`src/rtl/uart_pkg.sv`:
```
// Shared UART definitions: state encoding and line levels, used by the
// transmitter and the future receiver.
package uart_pkg;

  typedef enum logic [2:0] {
    IDLE   = 3'd0,
    START  = 3'd1,
    DATA   = 3'd2,
    PARITY = 3'd3,
    STOP   = 3'd4
  } uart_state_e;

  localparam logic LINE_IDLE  = 1'b1;
  localparam logic LINE_START = 1'b0;

endpackage

```
`src/rtl/uart_baud_cnt.sv`:
```
// Loadable bit-period counter: counts 0..div_eff-1 and flags the last cycle
// of each bit period. A divisor of 0 behaves as 1.
module uart_baud_cnt #(
  parameter int DIV_W = 16
) (
  input  logic             clk,
  input  logic             rst,
  input  logic             load,
  input  logic [DIV_W-1:0] div,
  output logic             bit_end
);

  logic [DIV_W-1:0] cnt_q;
  logic [DIV_W-1:0] div_eff;

  assign div_eff = (div == '0) ? DIV_W'(1) : div;
  assign bit_end = (cnt_q == (div_eff - DIV_W'(1)));

  // NOTE: sequential state uses non-blocking assignments so every register
  // samples the pre-edge values, independent of process ordering.
  always_ff @(posedge clk or negedge rst) begin
    if (!rst) begin
      cnt_q <= '0;
    end else if (load || bit_end) begin
      cnt_q <= '0;
    end else begin
      cnt_q <= cnt_q + DIV_W'(1);
    end
  end

endmodule

```
`src/rtl/uart_tx_frame.sv`:
```
// Parametrised UART transmitter: start, DATA_W data bits LSB first, optional
// parity (macro UART_TX_PARITY_EN), STOP_BITS stop bits, programmable bit time.
module uart_tx_frame
  import uart_pkg::*;
#(
  parameter int DATA_W    = 8,
  parameter int DIV_W     = 16,
  parameter int STOP_BITS = 1
) (
  input  logic              clk,
  input  logic              rst,
  input  logic [DIV_W-1:0]  clk_div,
  input  logic              parity_odd,
  input  logic [DATA_W-1:0] tx_data,
  input  logic              tx_valid,
  output logic              tx_ready,
  output logic              Tx_Serial,
  output logic              Tx_Active,
  output logic              tx_done
);

  localparam int BIT_CNT_W = $clog2(DATA_W);

  uart_state_e          state_q, state_d;
  logic [DATA_W-1:0]    shift_q, shift_d;
  logic [DIV_W-1:0]     div_q, div_d;
  logic [BIT_CNT_W-1:0] bit_cnt_q, bit_cnt_d;
  logic                 stop_cnt_q, stop_cnt_d;
  logic                 serial_d, active_d, done_d;
  logic                 accept, bit_end;

`ifdef UART_TX_PARITY_EN
  logic parity_q, parity_d;
`else
  logic unused_parity_odd;
  assign unused_parity_odd = parity_odd;
`endif

  assign tx_ready = (state_q == IDLE);
  assign accept   = tx_valid & tx_ready;

  uart_baud_cnt #(.DIV_W(DIV_W)) u_baud (
    .clk     (clk),
    .rst     (rst),
    .load    (accept),
    .div     (div_q),
    .bit_end (bit_end)
  );

  // NOTE: every signal driven here gets a default first, so no path through
  // the case statement can leave a value unassigned and infer a latch.
  always_comb begin
    state_d    = state_q;
    shift_d    = shift_q;
    div_d      = div_q;
    bit_cnt_d  = bit_cnt_q;
    stop_cnt_d = stop_cnt_q;
    serial_d   = Tx_Serial;
    active_d   = Tx_Active;
    done_d     = 1'b0;
`ifdef UART_TX_PARITY_EN
    parity_d   = parity_q;
`endif

    case (state_q)
      IDLE: begin
        serial_d = LINE_IDLE;
        active_d = 1'b0;
        if (tx_valid) begin
          state_d    = START;
          shift_d    = tx_data;
          div_d      = clk_div;
          bit_cnt_d  = '0;
          stop_cnt_d = 1'b0;
          serial_d   = LINE_START;
          active_d   = 1'b1;
`ifdef UART_TX_PARITY_EN
          // The shift register is consumed during DATA, so fold parity now.
          parity_d   = (^tx_data) ^ parity_odd;
`endif
        end
      end

      START: begin
        if (bit_end) begin
          state_d  = DATA;
          serial_d = shift_q[0];
          shift_d  = shift_q >> 1;
        end
      end

      DATA: begin
        if (bit_end) begin
          if (bit_cnt_q == BIT_CNT_W'(DATA_W - 1)) begin
`ifdef UART_TX_PARITY_EN
            state_d    = PARITY;
            serial_d   = parity_q;
`else
            state_d    = STOP;
            serial_d   = LINE_IDLE;
            stop_cnt_d = 1'b0;
`endif
          end else begin
            serial_d  = shift_q[0];
            shift_d   = shift_q >> 1;
            bit_cnt_d = bit_cnt_q + BIT_CNT_W'(1);
          end
        end
      end

`ifdef UART_TX_PARITY_EN
      PARITY: begin
        if (bit_end) begin
          state_d    = STOP;
          serial_d   = LINE_IDLE;
          stop_cnt_d = 1'b0;
        end
      end
`endif

      STOP: begin
        serial_d = LINE_IDLE;
        if (bit_end) begin
          if (stop_cnt_q == 1'(STOP_BITS - 1)) begin
            state_d  = IDLE;
            active_d = 1'b0;
            done_d   = 1'b1;
          end else begin
            stop_cnt_d = 1'b1;
          end
        end
      end

      default: begin
        state_d  = IDLE;
        serial_d = LINE_IDLE;
        active_d = 1'b0;
      end
    endcase
  end

  always_ff @(posedge clk or negedge rst) begin
    if (!rst) begin
      state_q    <= IDLE;
      shift_q    <= '0;
      div_q      <= '0;
      bit_cnt_q  <= '0;
      stop_cnt_q <= 1'b0;
      Tx_Serial  <= LINE_IDLE;
      Tx_Active  <= 1'b0;
      tx_done    <= 1'b0;
`ifdef UART_TX_PARITY_EN
      parity_q   <= 1'b0;
`endif
    end else begin
      state_q    <= state_d;
      shift_q    <= shift_d;
      div_q      <= div_d;
      bit_cnt_q  <= bit_cnt_d;
      stop_cnt_q <= stop_cnt_d;
      Tx_Serial  <= serial_d;
      Tx_Active  <= active_d;
      tx_done    <= done_d;
`ifdef UART_TX_PARITY_EN
      parity_q   <= parity_d;
`endif
    end
  end

endmodule

```
`config.mk`:
```
export PLATFORM = sky130hd
export DESIGN_NAME = uart_tx_frame
export DESIGN_NICKNAME = d
export VERILOG_FILES = /design/src/rtl/uart_pkg.sv /design/src/rtl/uart_baud_cnt.sv /design/src/rtl/uart_tx_frame.sv
export SDC_FILE = /design/constraint.sdc
export NUM_CORES = 1
export LEC_CHECK = 0
export CAP_MARGIN = 20
export CORE_ASPECT_RATIO = 0.5
export CORE_MARGIN = 8
export CORE_UTILIZATION = 65
export CTS_BUF_LIST = sky130_fd_sc_hd__clkbuf_2 sky130_fd_sc_hd__clkbuf_4 sky130_fd_sc_hd__clkbuf_8
export CTS_CLUSTER_SIZE = 10
export DETAILED_ROUTE_END_ITERATION = 7
export DONT_BUFFER_PORTS = 1
export GPL_TIMING_DRIVEN = 0
export PLACE_DENSITY = 0.81
export SLEW_MARGIN = 30
export SYNTH_ARGS = -nofsm -noshare
export SYNTH_HDL_FRONTEND = slang
export SYNTH_HIERARCHICAL = 1
export SYNTH_SLANG_ARGS = --single-unit
```
`constraint.sdc`:
```
create_clock -name clk -period 13.2 [get_ports clk]
set_clock_uncertainty 0.15 [all_clocks]
set_input_delay 1.32 -clock clk [delete_from_list [all_inputs] [get_ports clk]]
set_output_delay 1.32 -clock clk [all_outputs]
set_load 0.03 [all_outputs]
```
==> results of run 1 <==
==> worst max-delay path: cells and delay by family (launching register included) <==
kind                       cells  cell delay, ns
adders and majority gates      1            0.19
buffers and inverters          3            0.59
AOI/OAI and AO/OA              4            1.02
muxes                          1            0.36
and+or+nand+nor                7            2.75
DFF                            1            0.47
==> per-layer routing <==
metal | up-vias | wire length [um]
li1 | 1066 | -
met1 | 1102 | 2886
met2 | 73 | 2903
met3 | 14 | 475
met4 | 0 | 127
met5 | - | 0
==> state kept, by name, summed over array words and instances (netlist names) <==
name,flops
Tx_Active,1
Tx_Serial,1
bit_cnt_q,3
div_q,16
shift_q,8
state_q,3
tx_done,1
u_baud/cnt_q,16
==> stage by stage <==
| step | util [%] | setup WS (ns) | power (uW) |
|---|---|---|---|
| after global routing | 71.70 | 7.381 | 480.3 |
| final | 71.70 | 7.576 | 453.4 |
| after detailed placement | 69.34 | 7.729 | 356.2 |
| after floorplan | - | 8.422 | 325.8 |
| after CTS | 71.58 | 7.716 | 453.7 |
| after global placement | 69.34 | 7.854 | 348.0 |
==> area by class of cell <==
type                            instances  area, um^2  area share (%)
Inverter                                9       33.78           1.070
Clock inverter                          2       16.27          0.5153
Multi-Input combinational cell        213        1647           52.16
Sequential cell                        49        1227           38.88
Clock buffer                            6       82.58           2.616
Tap cell                               57       71.32           2.259
Buffer                                 14       78.83           2.497
==> power by group through the flow <==
stage	sequential, uW	combinational (uW)	clock, uW
after floorplan	208	118	0
after global placement	217	132	0
after detailed placement	218	138	0
after CTS	215	140	98.6
after global routing	220	156	104
final	216	142	95.6
==> path summary, 6_finish.rpt <==
path                                 start    endpoint  slack (ns)  depth (start not counted)
worst min-delay path            shift_q[6]  shift_q[6]        0.36                          1
worst max-delay path              div_q[5]  shift_q[1]        7.58                         16
worst min register to register  shift_q[6]  shift_q[6]        0.36                          1
min in group asynchronous              rst    div_q[9]        0.55                          0
worst max register to register    div_q[5]  shift_q[1]        7.58                         16
max in group asynchronous              rst   Tx_Serial       12.16                          0
==> cells by family after synthesis <==
group | count (synthesis) | share of synthesized area [%]
flops | 49 | 41.17
xor+xnor | 32 | 9.400
simple gates | 92 | 18.34
buf+inv | 23 | 3.777
fa+ha+maj | 4 | 1.679
mux | 34 | 12.84
compound gates | 51 | 12.80
==> placed cells by master, fill, tap and decap left out, types with 4 or more instances in the layout <==
cell,count
a211oi_1,16
a21oi_1,5
a31oi_1,5
buf_4,4
clkbuf_1,6
clkbuf_8,6
dfrtp_1,48
ha_1,4
inv_1,7
mux2_2,30
nand2_1,14
nand2b_1,4
nand3_1,11
nand4_1,7
nor2_1,11
nor3_1,6
nor4_1,6
o21ai_0,5
xnor2_1,15
xor2_1,17
==> metrics.md, run 1 <==
| Metric | Value |
|---|---|
| Met3 Use GR | 5.337% |
| Placer Congestion | 0.9421 |
| Dominant synthesized flop cell | dfrtp_1 |
| Part of the power in the clock network | 21.1% |
| H-tree depth | 2 |
| Max Slew Vio Count | 0 |
| Synth Instances | 285 |
| WP data arrival | about 5.7 ns |
| Die area | 7142 um^2 |
| Overflow after GRT | 0 |
| # hold bufs at CTS | 0 |
| Synth area leaders | dfrtp_1 40%, mux2_2 11%, xor2_1 5.0% |
| CP max-delay cell | or4_4 |
| Final TNS setup | 0 ns |
| Leak | 0.001268 uW |
| # diodes | 0 |
| DR pass1 iterations | 4 |
| Die width | ~110 um |
| Worst min path class | reg -> reg |
| CP required | 13.25 ns |
| Maximum vdd drop | 0.07351 mV |
| Period utilization | approximately 43% |
| Fill cells | 310 |
| Initial antenna violation count | 0 |
| GR Util met1 | 23.71% |
| Syn avg cell area | 10.46 um^2 |
| Slew @ Worst Pin | 0.8525 ns |
| Post-CTS Setup Bufs | 0 |
| Largest net degree at the start of global routing | 50 |
| Setup Crit Path Kind | reg -> reg |
| Fin cells | 350 |
| I/O Pins | 32 |
| Comb power frac | a little under a third |
| CTS sink cnt | 49 |
| Drt total wl | 6.391 mm |
| Unrepaired setup endpoints after global routing | no |
| Initial Util | roughly two thirds |
| Switching part of the total | 35.79% |
| Ys Warns | 6 |
| Root Driver | clkbuf_8 |
| Core Rows | 17 |
| First-pass GRT wire length | about 11 mm |
| WL per Instance | 18.26 um |
| Worst hold slack | roughly 0.36 ns |
| Clk_lat worst skew | 0.31 ns |
| Post-synth EDFFs | 0 |
| CTS Buffer Depth | 2 |
| Layout net count | 324 |
| Worst Setup End Kind | flop |
| Sequential fraction of the synthesis area | 41.17% |
| Int Power | 291.1 uW |
| Top Usage Layer GRT | met2 |
| CTS clk-pin slew, worst paths | roughly 0.090 ns |
| Worst setup SP type | flop |
| Fin crit period | 5.624 ns |
| DRC violations left | 0 |
| Area after DPL | 3053 um^2 |
| Syn nets | between 300 and 400 |
| Post-DR vias/cell | 6.443 |
| CTS buffer count | 5 |
| Top-count cell post-synth | dfrtp_1 |
| P&R area growth vs syn | 5.875% |
| Worst-path maximum fanout | 8 |
| Core ar. | 4403 um^2 |
| PwrDens | 143.6 nW/um^2 |
| Number of global-route vias before repair | 2315 |
| Remaining antenna violation count | 0 |
| Post-cts sizing count | 0 |
| CTS tree | built |
| Number of cells after detailed placement | 342 |
| Layout cells sized above 1 | 22.87% |
| Register share of total power | 47.7% |
| Die H | 63.89 um |
| Synth area leader | dfrtp_1 |
| Sw power | 162.3 uW |
| Synth unique cells | just under 60 |
| Critical path, cell by cell | or4_4 -> or4_4 -> or3_2 -> nor2b_1 -> ha_1 -> clkbuf_1 -> nor3b_1 -> a311oi_1 -> o41ai_1 -> o31a_2 -> nor4b_1 -> buf_2 -> inv_2 -> o32a_1 -> nor2_4 -> mux2_2 |
| Met2 global-route usage | 29.81% |
| Slew HR | 42.64% |
| Cell Area, Synth | 2982 um^2 |
| Delay of the slowest critical-path stage | 0.60 ns |
| Status | completed |
| Synth Register Bits | 49 |
| Max-cap violations | 0 |
| Post-route cell area | between 3000 and 4000 um^2 |
| Port Buffers | 0 |
| GRT Resource Usage Total | 18.76% |
| Most frequent cells after synthesis | 48 x dfrtp_1, 30 x mux2_2, 17 x xor2_1 |
| Most frequent CP cell | or4_4 |
| Post-synth top area share | 40.29% |
| Number of endpoints failing setup at the final stage | 0 |
| Final Hold Violating Endpoints | 0 |
| Ys async rst share | 100.0% |
| Total number of vias | 2255 |
| Iter 0 DRT Violations | 191 |
| Maximum clock rate | about 180 MHz |
| DP Wirelength | 4.645 mm |
Power figures use the tool's default switching activity.
==> run 2, diff against run 1 <==
--- a/config.mk
+++ b/config.mk
@@ -8,13 +8,13 @@
 export CAP_MARGIN = 20
 export CORE_ASPECT_RATIO = 0.5
 export CORE_MARGIN = 8
-export CORE_UTILIZATION = 65
+export CORE_UTILIZATION = 60
 export CTS_BUF_LIST = sky130_fd_sc_hd__clkbuf_2 sky130_fd_sc_hd__clkbuf_4 sky130_fd_sc_hd__clkbuf_8
 export CTS_CLUSTER_SIZE = 10
 export DETAILED_ROUTE_END_ITERATION = 7
 export DONT_BUFFER_PORTS = 1
 export GPL_TIMING_DRIVEN = 0
-export PLACE_DENSITY = 0.81
+export PLACE_DENSITY = 0.79
 export SLEW_MARGIN = 30
 export SYNTH_ARGS = -nofsm -noshare
 export SYNTH_HDL_FRONTEND = slang
==> constraint.sdc (replaced) <==
create_clock -name clk -period 5 [get_ports clk]
set_clock_uncertainty 0.15 [all_clocks]
set_input_delay 0.5 -clock clk [delete_from_list [all_inputs] [get_ports clk]]
set_output_delay 0.5 -clock clk [all_outputs]
set_load 0.03 [all_outputs]
==> metrics.md, run 2 (synthesis gave the netlist of run 1 again) <==
| Metric | Value |
|---|---|
| Status | completed |
| CP max-delay cell | or4_4 |
| DRC violations left | 0 (unchanged) |
| Placer Congestion | 0.9135 (-3.0%) |
| Worst R2R End | shift_q[1] |
| Die area | 7618 um^2 (+6.7%) |
| Setup Crit Path Kind | reg -> reg |
| Largest net degree at the start of global routing | 50 (unchanged) |
| Drt total wl | 6.642 mm (+3.9%) |
| Critical path destination | shift_q[1] |
| Hold-critical path depth | 1 (unchanged) |
| Layout net count | 332 (+2.5%) |
| Number of cells after detailed placement | 355 (+3.8%) |
| Worst Setup End Kind | flop |
| R2R Setup Slk | 0.13 ns (-7.45 ns) |
| Slew HR | 52.64% (+10 points) |
| Maximum vdd drop | 0.2043 mV (+180%) |
| P&R area growth vs syn | 11.20% |
| Delay-heaviest family, CP | simple AND/OR/NAND/NOR gates |
| Initial Util | 61.29% (-6.4 points) |
| Leak | 0.001337 uW (+5.5%) |
| WL per Instance | 17.90 um (-2.0%) |
| WP buf/inv | 2 (-1) |
| Clk_lat worst skew | 0.30 ns (about the same) |
| Slew @ Worst Pin | 0.7039 ns (-0.1487 ns) |
| Remaining antenna violation count | 0 (unchanged) |
| Root Driver | clkbuf_8 |
| Layout cells sized above 1 | 27.57% (+4.7 points) |
| # diodes | 0 (unchanged) |
| GRT Resource Usage Total | 18.40% (-0.36 points) |
| PwrDens | 378.4 nW/um^2 (+160%) |
| Reg2reg path depth | 15 (-1) |
| Maximum clock rate | 205.1 MHz (+15%) |
| First-pass GRT wire length | 11.32 mm (+2.6%) |
| Period utilization | 97.49% (+55 points) |
| Worst path depth | 15 (-1) |
| Most frequent CP cell | or4_4 |
| Post-DR vias/cell | 6.124 (-4.9%) |
| I/O Pins | 32 (unchanged) |
| Port Buffers | 0 (unchanged) |
| CTS clk-pin slew, worst paths | 0.09 ns (about the same) |
| Fin cells | 371 (+6.0%) |
| Commonest non-fill, non-tap cell in the layout | dfrtp_1 |
| Delay of the slowest critical-path stage | 0.57 ns (-0.03 ns) |
| Final TNS setup | 0 ns (unchanged) |
| CTS tree | built |
| Worst setup SP type | flop |
| Number of global-route vias before repair | 2370 (+2.4%) |
| H-tree depth | 2 (unchanged) |
| Critical path, cell by cell | or4_4 -> or4_4 -> or3_2 -> nor2b_1 -> ha_4 -> nor3b_1 -> a311oi_1 -> o41ai_1 -> o31a_2 -> nor4b_4 -> buf_4 -> inv_2 -> o32a_1 -> nor2_4 -> mux2_2 |
| Reg-to-Reg Start | div_q[5] |
| Core Rows | 18 (+1) |
| Fin crit period | 4.875 ns (-0.7494 ns) |
| DR pass1 iterations | 5 (+1) |
| Max-cap violations | 0 (unchanged) |
| Leading registers by flop count | div_q: 16 flops, u_baud/cnt_q: 16 flops, shift_q: 8 flops |
| Iter 0 DRT Violations | 130 (-32%) |
| Final Hold Violating Endpoints | 0 (unchanged) |
| Overflow after GRT | 0 (unchanged) |
| Total number of vias | 2272 (+0.75%) |
| CP required | 5.04 ns (-8.21 ns) |
| CTS sink cnt | 49 (unchanged) |
| Crit. Startpoint | div_q[5] |
| Initial antenna violation count | 0 (unchanged) |
| Most frequent cells in the layout | 43 x dfrtp_1, 30 x mux2_2, 17 x xor2_1 |
| Worst-path maximum fanout | 8 (unchanged) |
| CTS buffer count | 5 (unchanged) |
| WP data arrival | 4.91 ns (-0.77 ns) |
| Max Slew Vio Count | 0 (unchanged) |
| DP Wirelength | 4.690 mm (+0.98%) |
| Die H | 65.85 um (+3.1%) |
| Die width | 115.7 um (+3.5%) |
| Worst min path class | in -> reg |
| Core ar. | 4865 um^2 (+10%) |
| Fill cells | 377 (+22%) |
| Number of endpoints failing setup at the final stage | 0 (unchanged) |
| CTS Buffer Depth | 2 (unchanged) |
run 2: routing by layer:
layer,up-vias,global-route usage [%],share of wire [%]
met3,10,3.916,4.2
met4,0,6.400,1.1
li1,1086,-,-
met2,55,30.72,48
met5,-,0,0
met1,1121,23.40,46
run 2: stage by stage:
step	util [%]	worst slack [ns]	cell area (um^2)	total power, uW	hold WS (ns)
floorplan	-	0.2223	2982	860.2	0.05441
global placement	63.09	-0.3064	3069	919.1	0.05584
detailed placement	63.09	-0.3956	3069	941.1	0.05582
CTS	66.85	0.001542	3252	1250	0.1853
global route	68.16	-0.003613	3316	1334	0.1721
finish	68.16	0.1253	3316	1255	0.1903
run 2: worst register-to-register path: stages, from the launching register on:
cell and delay [ns]:
dfrtp_2 0.44, or4_4 0.57, or4_4 0.52, or3_2 0.47, nor2b_1 0.18, ha_4 0.21, nor3b_1 0.18, a311oi_1 0.25
o41ai_1 0.12, o31a_2 0.17, nor4b_4 0.31, buf_4 0.18, inv_2 0.05, o32a_1 0.38, nor2_4 0.22, mux2_2 0.38
run 2: power by group:
part / internal (uW) / switching, uW
registers: 472 / 97.2
logic: 194 / 205
clock network: 150 / 137
total: 816 / 438
run 2: area by class of cell:
| type | count | area, um^2 | area share [%] |
|---|---|---|---|
| Multi-Input combinational cell | 213 | 1678 | 50.60 |
| Sequential cell | 49 | 1234 | 37.21 |
| Timing Repair Buffer | 9 | 90.09 | 2.717 |
| Tap cell | 70 | 87.58 | 2.642 |
| Buffer | 13 | 77.57 | 2.340 |
| Clock buffer | 5 | 68.82 | 2.075 |
| Clock inverter | 3 | 46.29 | 1.396 |
| Inverter | 9 | 33.78 | 1.019 |
run 2: worst min path at each step:
stage	startpoint	slack [ns]	endpoint
global placement	rst	0.06	state_q[2]
floorplan	rst	0.05	Tx_Active
finish	clk_div[6]	0.19	div_q[6]
CTS	clk_div[13]	0.19	div_q[13]
detailed placement	rst	0.06	state_q[0]
global route	clk_div[0]	0.17	div_q[0]
run 2: repair_timing:
action | 4_1_cts | 5_1_grt
pin swaps | 1 | 3
hold buffers | 2 | 0
setup buffers | 1 | 6
resized for setup | 8 | 4
endpoints found under the hold margin | 49 | 0
endpoints found under the setup margin | 12 | 8
